## src/rtl/vend_dispense_if.sv

```systemverilog
// vend_dispense_if: handshake/data bundle between the top controller (master) and the dispenser (slave).
// Rev 1.0
`default_nettype none

interface vend_dispense_if #(
  parameter int N_ITEMS = 8,
  parameter int KW      = 4,
  parameter int CW      = 6
);
  logic                   enable;
  logic [KW-1:0]          key_code;
  logic                   key_rdy;
  logic [CW-1:0]          credit;
  logic [N_ITEMS*CW-1:0]  price_tbl;
  logic [N_ITEMS-1:0]     sold_out;
  logic [KW-1:0]          item_code;
  logic                   dispencing;
  logic                   done;
  logic                   failed;
  logic                   down_5;
  logic                   down_10;
  logic                   down_25;
  logic                   chg_5;
  logic                   chg_10;
  logic                   chg_25;

  modport master (
    output enable, key_code, key_rdy, credit, price_tbl, sold_out,
    input  item_code, dispencing, done, failed,
    input  down_5, down_10, down_25, chg_5, chg_10, chg_25
  );

  modport slave (
    input  enable, key_code, key_rdy, credit, price_tbl, sold_out,
    output item_code, dispencing, done, failed,
    output down_5, down_10, down_25, chg_5, chg_10, chg_25
  );
endinterface

`default_nettype wire

```

## src/rtl/vend_dispense.sv

```systemverilog
// vend_dispense: price/stock check, greedy one-hot coin-deduct strobes, timed dispense hold.
// Optional change return via CHANGE_RETURN_EN.  Rev 1.0
`default_nettype none

module vend_dispense #(
  parameter int N_ITEMS     = 8,
  parameter int KW          = 4,
  parameter int CW          = 6,
  parameter int WAIT_CYCLES = 2000,
  parameter int TW          = 11
) (
  input  logic            clk,
  input  logic            reset,
  vend_dispense_if.slave  bus
);

  localparam logic [2:0] S_IDLE    = 3'd0;
  localparam logic [2:0] S_WAITKEY = 3'd1;
  localparam logic [2:0] S_CHECK   = 3'd2;
  localparam logic [2:0] S_CHARGE  = 3'd3;
  localparam logic [2:0] S_CHANGE  = 3'd4;
  localparam logic [2:0] S_HOLD    = 3'd5;
  localparam logic [2:0] S_DONE    = 3'd6;
  localparam logic [2:0] S_FAIL    = 3'd7;

  logic [2:0]    state_q, state_d;
  logic [KW-1:0] key_l_q, key_l_d;
  logic [KW-1:0] item_code_q, item_code_d;
  logic [CW-1:0] credit_l_q, credit_l_d;
  logic [CW-1:0] cost_q, cost_d;
  logic [TW-1:0] timer_q, timer_d;
`ifdef CHANGE_RETURN_EN
  logic [CW-1:0] chg_q, chg_d;
`endif

  logic [CW-1:0] price_sel;
  logic          sold_sel;
  logic          key_ok;

  // Largest coin first: 25c = 5 units, 10c = 2 units, 5c = 1 unit.
  function automatic logic [CW-1:0] greedy_step(input logic [CW-1:0] v);
    if (v >= CW'(5))      return CW'(5);
    else if (v >= CW'(2)) return CW'(2);
    else if (v >= CW'(1)) return CW'(1);
    else                  return '0;
  endfunction

  // Key 1..N_ITEMS selects table entry key-1; any other key leaves key_ok low.
  always_comb begin
    price_sel = '0;
    sold_sel  = 1'b0;
    key_ok    = 1'b0;
    for (int i = 0; i < N_ITEMS; i++) begin
      if (key_l_q == KW'(i + 1)) begin
        price_sel = bus.price_tbl[i*CW +: CW];
        sold_sel  = bus.sold_out[i];
        key_ok    = 1'b1;
      end
    end
  end

  always_comb begin
    state_d     = state_q;
    key_l_d     = key_l_q;
    item_code_d = item_code_q;
    credit_l_d  = credit_l_q;
    cost_d      = cost_q;
    timer_d     = timer_q;
`ifdef CHANGE_RETURN_EN
    chg_d       = chg_q;
`endif
    case (state_q)
      S_IDLE: state_d = S_WAITKEY;
      S_WAITKEY: begin
        if (bus.key_rdy) begin
          key_l_d    = bus.key_code;
          credit_l_d = bus.credit;
          state_d    = S_CHECK;
        end
      end
      S_CHECK: begin
        if (!key_ok || sold_sel || (price_sel > credit_l_q)) begin
          item_code_d = '0;
          state_d     = S_FAIL;
        end else begin
          item_code_d = key_l_q;
          cost_d      = price_sel;
`ifdef CHANGE_RETURN_EN
          chg_d       = credit_l_q - price_sel;
`endif
          state_d     = S_CHARGE;
        end
      end
      S_CHARGE: begin
        if (cost_q == '0) begin
`ifdef CHANGE_RETURN_EN
          state_d = S_CHANGE;
`else
          state_d = S_HOLD;
`endif
        end else begin
          cost_d = cost_q - greedy_step(cost_q);
        end
      end
`ifdef CHANGE_RETURN_EN
      S_CHANGE: begin
        if (chg_q == '0) state_d = S_HOLD;
        else             chg_d   = chg_q - greedy_step(chg_q);
      end
`endif
      S_HOLD: begin
        if (timer_q == TW'(WAIT_CYCLES - 1)) begin
          timer_d = '0;
          state_d = S_DONE;
        end else begin
          timer_d = timer_q + TW'(1);
        end
      end
      S_DONE:  state_d = S_DONE;
      S_FAIL:  state_d = S_FAIL;
      default: state_d = S_IDLE;
    endcase

    // Abort overrides every transition, including a same-edge key_rdy.
    if (!bus.enable) begin
      state_d = S_IDLE;
      cost_d  = '0;
      timer_d = '0;
`ifdef CHANGE_RETURN_EN
      chg_d   = '0;
`endif
    end
  end

  always_ff @(posedge clk or negedge reset) begin
    if (!reset) begin
      state_q     <= S_IDLE;
      key_l_q     <= '0;
      item_code_q <= '0;
      credit_l_q  <= '0;
      cost_q      <= '0;
      timer_q     <= '0;
`ifdef CHANGE_RETURN_EN
      chg_q       <= '0;
`endif
    end else begin
      state_q     <= state_d;
      key_l_q     <= key_l_d;
      item_code_q <= item_code_d;
      credit_l_q  <= credit_l_d;
      cost_q      <= cost_d;
      timer_q     <= timer_d;
`ifdef CHANGE_RETURN_EN
      chg_q       <= chg_d;
`endif
    end
  end

  assign bus.item_code  = item_code_q;
  assign bus.dispencing = (state_q == S_CHARGE) || (state_q == S_CHANGE) ||
                          (state_q == S_HOLD)   || (state_q == S_DONE);
  assign bus.done       = (state_q == S_DONE);
  assign bus.failed     = (state_q == S_FAIL);

  assign bus.down_25 = (state_q == S_CHARGE) && (cost_q >= CW'(5));
  assign bus.down_10 = (state_q == S_CHARGE) && (cost_q >= CW'(2)) && (cost_q < CW'(5));
  assign bus.down_5  = (state_q == S_CHARGE) && (cost_q == CW'(1));

`ifdef CHANGE_RETURN_EN
  assign bus.chg_25 = (state_q == S_CHANGE) && (chg_q >= CW'(5));
  assign bus.chg_10 = (state_q == S_CHANGE) && (chg_q >= CW'(2)) && (chg_q < CW'(5));
  assign bus.chg_5  = (state_q == S_CHANGE) && (chg_q == CW'(1));
`else
  assign bus.chg_25 = 1'b0;
  assign bus.chg_10 = 1'b0;
  assign bus.chg_5  = 1'b0;
`endif

endmodule

`default_nettype wire

```

## src/flat_wrapper.sv

```systemverilog
// flat-port wrapper written by rule: the top's interface ports become plain ports
module vend_dispense_flat 
#(
  parameter int N_ITEMS     = 8,
  parameter int KW          = 4,
  parameter int CW          = 6,
  parameter int WAIT_CYCLES = 2000,
  parameter int TW          = 11
)
  (clk, reset, bus_enable, bus_key_code, bus_key_rdy, bus_credit, bus_price_tbl, bus_sold_out, bus_item_code, bus_dispencing, bus_done, bus_failed, bus_down_5, bus_down_10, bus_down_25, bus_chg_5, bus_chg_10, bus_chg_25);
  vend_dispense_if #(.N_ITEMS(N_ITEMS), .KW(KW), .CW(CW)) bus_i ();
  input  logic clk;
  input  logic reset;
  input wire logic [$bits(bus_i.enable)-1:0] bus_enable;
  input wire logic [$bits(bus_i.key_code)-1:0] bus_key_code;
  input wire logic [$bits(bus_i.key_rdy)-1:0] bus_key_rdy;
  input wire logic [$bits(bus_i.credit)-1:0] bus_credit;
  input wire logic [$bits(bus_i.price_tbl)-1:0] bus_price_tbl;
  input wire logic [$bits(bus_i.sold_out)-1:0] bus_sold_out;
  output wire logic [$bits(bus_i.item_code)-1:0] bus_item_code;
  output wire logic [$bits(bus_i.dispencing)-1:0] bus_dispencing;
  output wire logic [$bits(bus_i.done)-1:0] bus_done;
  output wire logic [$bits(bus_i.failed)-1:0] bus_failed;
  output wire logic [$bits(bus_i.down_5)-1:0] bus_down_5;
  output wire logic [$bits(bus_i.down_10)-1:0] bus_down_10;
  output wire logic [$bits(bus_i.down_25)-1:0] bus_down_25;
  output wire logic [$bits(bus_i.chg_5)-1:0] bus_chg_5;
  output wire logic [$bits(bus_i.chg_10)-1:0] bus_chg_10;
  output wire logic [$bits(bus_i.chg_25)-1:0] bus_chg_25;
  assign bus_i.enable = bus_enable;
  assign bus_i.key_code = bus_key_code;
  assign bus_i.key_rdy = bus_key_rdy;
  assign bus_i.credit = bus_credit;
  assign bus_i.price_tbl = bus_price_tbl;
  assign bus_i.sold_out = bus_sold_out;
  assign bus_item_code = bus_i.item_code;
  assign bus_dispencing = bus_i.dispencing;
  assign bus_done = bus_i.done;
  assign bus_failed = bus_i.failed;
  assign bus_down_5 = bus_i.down_5;
  assign bus_down_10 = bus_i.down_10;
  assign bus_down_25 = bus_i.down_25;
  assign bus_chg_5 = bus_i.chg_5;
  assign bus_chg_10 = bus_i.chg_10;
  assign bus_chg_25 = bus_i.chg_25;
  vend_dispense #(.N_ITEMS(N_ITEMS), .KW(KW), .CW(CW), .WAIT_CYCLES(WAIT_CYCLES), .TW(TW)) u_core (.clk(clk), .reset(reset), .bus(bus_i));
endmodule
```

## config.mk

```make
export PLATFORM = sky130hd
export DESIGN_NAME = vend_dispense_flat
export DESIGN_NICKNAME = d
export VERILOG_FILES = /design/src/rtl/vend_dispense_if.sv /design/src/rtl/vend_dispense.sv /design/src/flat_wrapper.sv
export SDC_FILE = /design/constraint.sdc
export NUM_CORES = 1
export LEC_CHECK = 0
export BUFFER_PORTS_ARGS = -buffer_cell sky130_fd_sc_hd__buf_4
export CAP_MARGIN = 20
export CORE_MARGIN = 8
export CORE_UTILIZATION = 47
export CTS_CLUSTER_DIAMETER = 120
export DETAILED_ROUTE_END_ITERATION = 10
export PLACE_DENSITY = 0.88
export SLEW_MARGIN = 20
export SYNTH_ARGS = -nofsm -noshare
export SYNTH_HDL_FRONTEND = slang
export SYNTH_SLANG_ARGS = --single-unit
```

## constraint.sdc

```tcl
create_clock -name clk -period 3.1 [get_ports clk]
set_input_delay 0 -clock clk [delete_from_list [all_inputs] [get_ports clk]]
set_output_delay 0 -clock clk [all_outputs]
set_load 0.01 [all_outputs]
```

==> metrics <==
status=finished, violations left; failing checks=setup timing; R2R setup slack=-0.23 ns; die width=90.5 um; IO buf count=between 70 and 80; Routability Congestion=approximately 0.98; Post-synth top flop=dfrtp_1; Layout Utilization=70.3%; Final WS setup=-0.225 ns; Combinational Power Share=between 60% and 70%; worst hold margin=~0.18 ns; DR vias/cell=approximately 6.1; area grow syn2layout=46.7%; antenna cells=0; fin crit period=between 3 and 4 ns; core area=approximately 0.0054 mm2; # setup viols final=7; grt total ovfl=0; Post-synth EDFFs=0; syn_area_per_cell=approximately 8.0 um2; yosys warns=0; worst path required time=between 3 and 4 ns; Hold Fails Final Rpt=0; Seq/Total Area, Yosys=between 30 and 40%; DRT Wirelength=a little under 10000 um; Mapped Cells=326; Wirelength per Cell=approximately 19 um; clk buf depth=2; Tot GR Track Use=between 20% and 30%; post-synthesis cell type count=between 50 and 60; row cnt=27; fraction of layout cells with a size suffix above 1=a little over a third; skew final=roughly 0.011 ns; critical path peak fanout=8; Overall Power=3450 uW; IO Pins=83; Slew headroom=~60%; clock share of power=a little under a tenth; DP HPWL=6430 um; total CTS buffers=5; largest net degree at the start of global routing=35; VDD IR-drop max=0.000472 V; post-layout net count=between 500 and 600; DR DRC count=0; H-Tree Depth=2; CTS tree=built; Worst Path Arrival=roughly 3.5 ns; register share of total power=approximately a fifth; CP Launch Type=flop; Clock transition at path regs=around 0.080 ns; vias in the first global route=~2800; Switching Share=a little under half; Slew Viols, Final=0; HP Class=input pin to asynchronous set/reset pin; Pwr per Cell Area=903 mW/mm2; DR vias=approximately 3100; clock root cell=clkbuf_8; CP Capture Type=flop; Crit Path Class=flop to flop; Static Leak=~0.0017 uW; clk_lat worst skew=slightly below 0.3 ns; Worst Max-Slew Pin Slew=0.591 ns; max frequency=roughly 300 MHz; Initial Utilization=between 40% and 50%; initial antenna violation count=0; first-pass GRT wire length=13700 um; initial drt markers=287; P_sw=between 1500 and 2000 uW; CTS Sinks=34; Routed Antenna Nets=0; fin crit share=107%; cell area after synthesis=~0.0026 mm2; number of iterations in the first detailed-routing pass=5; Die Y=around 90 um; Int Pwr=1860 uW; DIE AREA=between 0.008 and 0.009 mm2; flops & latches, synth=34; ys async rst share=100%; maxcap violations=0
==> final timing paths <==
kind                                    startpoint                       to  cells after the start
setup / recovery                 u_core.key_l_q[0]         u_core.cost_q[2]                     13
hold / removal                               reset         u_core.cost_q[1]                      2
setup reg to reg                 u_core.key_l_q[0]         u_core.cost_q[2]                     13
hold reg to reg            u_core.bus.item_code[1]  u_core.bus.item_code[1]                      2
max in group asynchronous                    reset        u_core.key_l_q[2]                      2
min in group clk                       bus_key_rdy        u_core.state_q[1]                      5
==> layout make-up <==
class | count | area (um2)
Multi-Input combinational cell | 262 | 1760
Clock inverter | 2 | 13.8
Clock buffer | 6 | 72.6
Timing Repair Buffer | 121 | 978
Sequential cell | 34 | 856
Inverter | 15 | 56.3
Fill cell | 385 | 1620
Tap cell | 72 | 90.1
==> worst max-delay path: stages, from the launching register on <==
cell     delay [ns]
dfrtp_2        0.50
buf_6          0.17
buf_4          0.14
a21o_1         0.15
o21ai_0        0.12
o22ai_1        0.16
a21oi_1        0.35
ha_1           0.28
nor2b_4        0.05
o31ai_2        0.22
a21oi_2        0.11
o31a_1         0.41
a311o_1        0.39
a21oi_1        0.18
==> layer usage <==
metal | up-vias | GRT usage, % | share of wire, %
met2 | 209 | 33.2 | 49
met1 | 1456 | 24.3 | 37
met5 | - | 0 | 0
li1 | 1406 | - | -
met4 | 0 | 9.29 | 5.6
met3 | 61 | 4.57 | 8.7
==> registers in the layout (all words and copies together), names as in the netlist <==
register              cells
u_core.timer_q           11
u_core.cost_q             6
u_core.credit_l_q         6
u_core.bus.item_code      4
u_core.key_l_q            4
u_core.state_q            3
==> power by group through the flow <==
stage / registers (uW) / logic [uW] / clock network, uW
after floorplan: 651 / 1230 / 0
after global placement: 701 / 1660 / 0
after detailed placement: 716 / 1740 / 0
after CTS: 713 / 1780 / 332
after global routing: 719 / 2590 / 353
final: 713 / 2410 / 332
==> placed cells by master (no fill, tap or decap), types with 5 or more instances in the layout <==
cell	netlist	routed
buf_4	5	103
nand2_1	46	44
o21ai_0	36	34
dfrtp_1	34	30
nor2_1	29	27
a21oi_1	26	23
inv_1	14	14
dlygate4sd3_1	0	12
and3_1	9	9
nand3_1	7	7
ha_1	10	7
a21o_1	5	5
nand2b_1	5	5
mux2_2	5	5
clkbuf_8	0	5
==> stage by stage <==
step / TNS [ns] / setup slack (ns) / area, um2 / instances
after floorplan: 0 / 0.0263 / 2610 / 328
after global placement: 0 / 0.0764 / 3320 / 477
after detailed placement: -0.275 / -0.0861 / 3320 / 477
after CTS: 0 / 0.0200 / 3540 / 498
after global routing: -1.56 / -0.258 / 3820 / 512
final: -1.02 / -0.225 / 3820 / 512
==> what timing repair did <==
| item | 4_1_cts | 5_1_grt |
|---|---|---|
| setup buffers | 1 | 14 |
| hold buffers | 12 | 0 |
| endpoints found under the hold margin | 45 | 0 |
| resized for setup | 4 | 35 |
| pin swaps | 1 | 14 |
| setup endpoints to repair | 5 | 9 |
==> synthesized netlist by cell type (2+ instances only) <==
library cell  count  share of area (%)
mux2_2            5                2.2
buf_2             3               0.58
o2bb2ai_1         2               0.67
o21ai_0          36                6.9
a311o_1           4                1.5
nand2b_1          5                1.2
dfrtp_1          34                 33
a31oi_1           2               0.48
xor2_1            2               0.67
nor3_1            6                1.2
buf_4             5                1.4
o21a_1            2               0.58
clkbuf_1          8                1.2
nor2b_1           6                1.4
nand2_1          46                6.6
o31ai_1           4                1.2
nand4_1           3               0.72
mux2i_1           5                1.9
a21oi_1          26                5.0
nand3b_1          2               0.58
a211oi_1          5                1.4
ha_1             10                4.8
nand3_1           7                1.3
o22ai_1           4               0.96
and3_1            9                2.2
o2111ai_1         3                1.0
nor2_1           29                4.2
a21o_1            5                1.4
a22oi_1           4                1.2
or3_1             4               0.96
inv_1            14                2.0
==> logic make-up after synthesis <==
logic type	count (synthesis)	synth area share (%)
buffers and inverters	32	5.76
other	1	0.144
AOI/OAI and AO/OA	109	26.8
adders and majority gates	11	5.57
DFF	34	32.6
muxes	11	5.09
and+or+nand+nor	126	23.3
xor gates and xnor gates	2	0.672
Power figures use the tool's default switching activity.
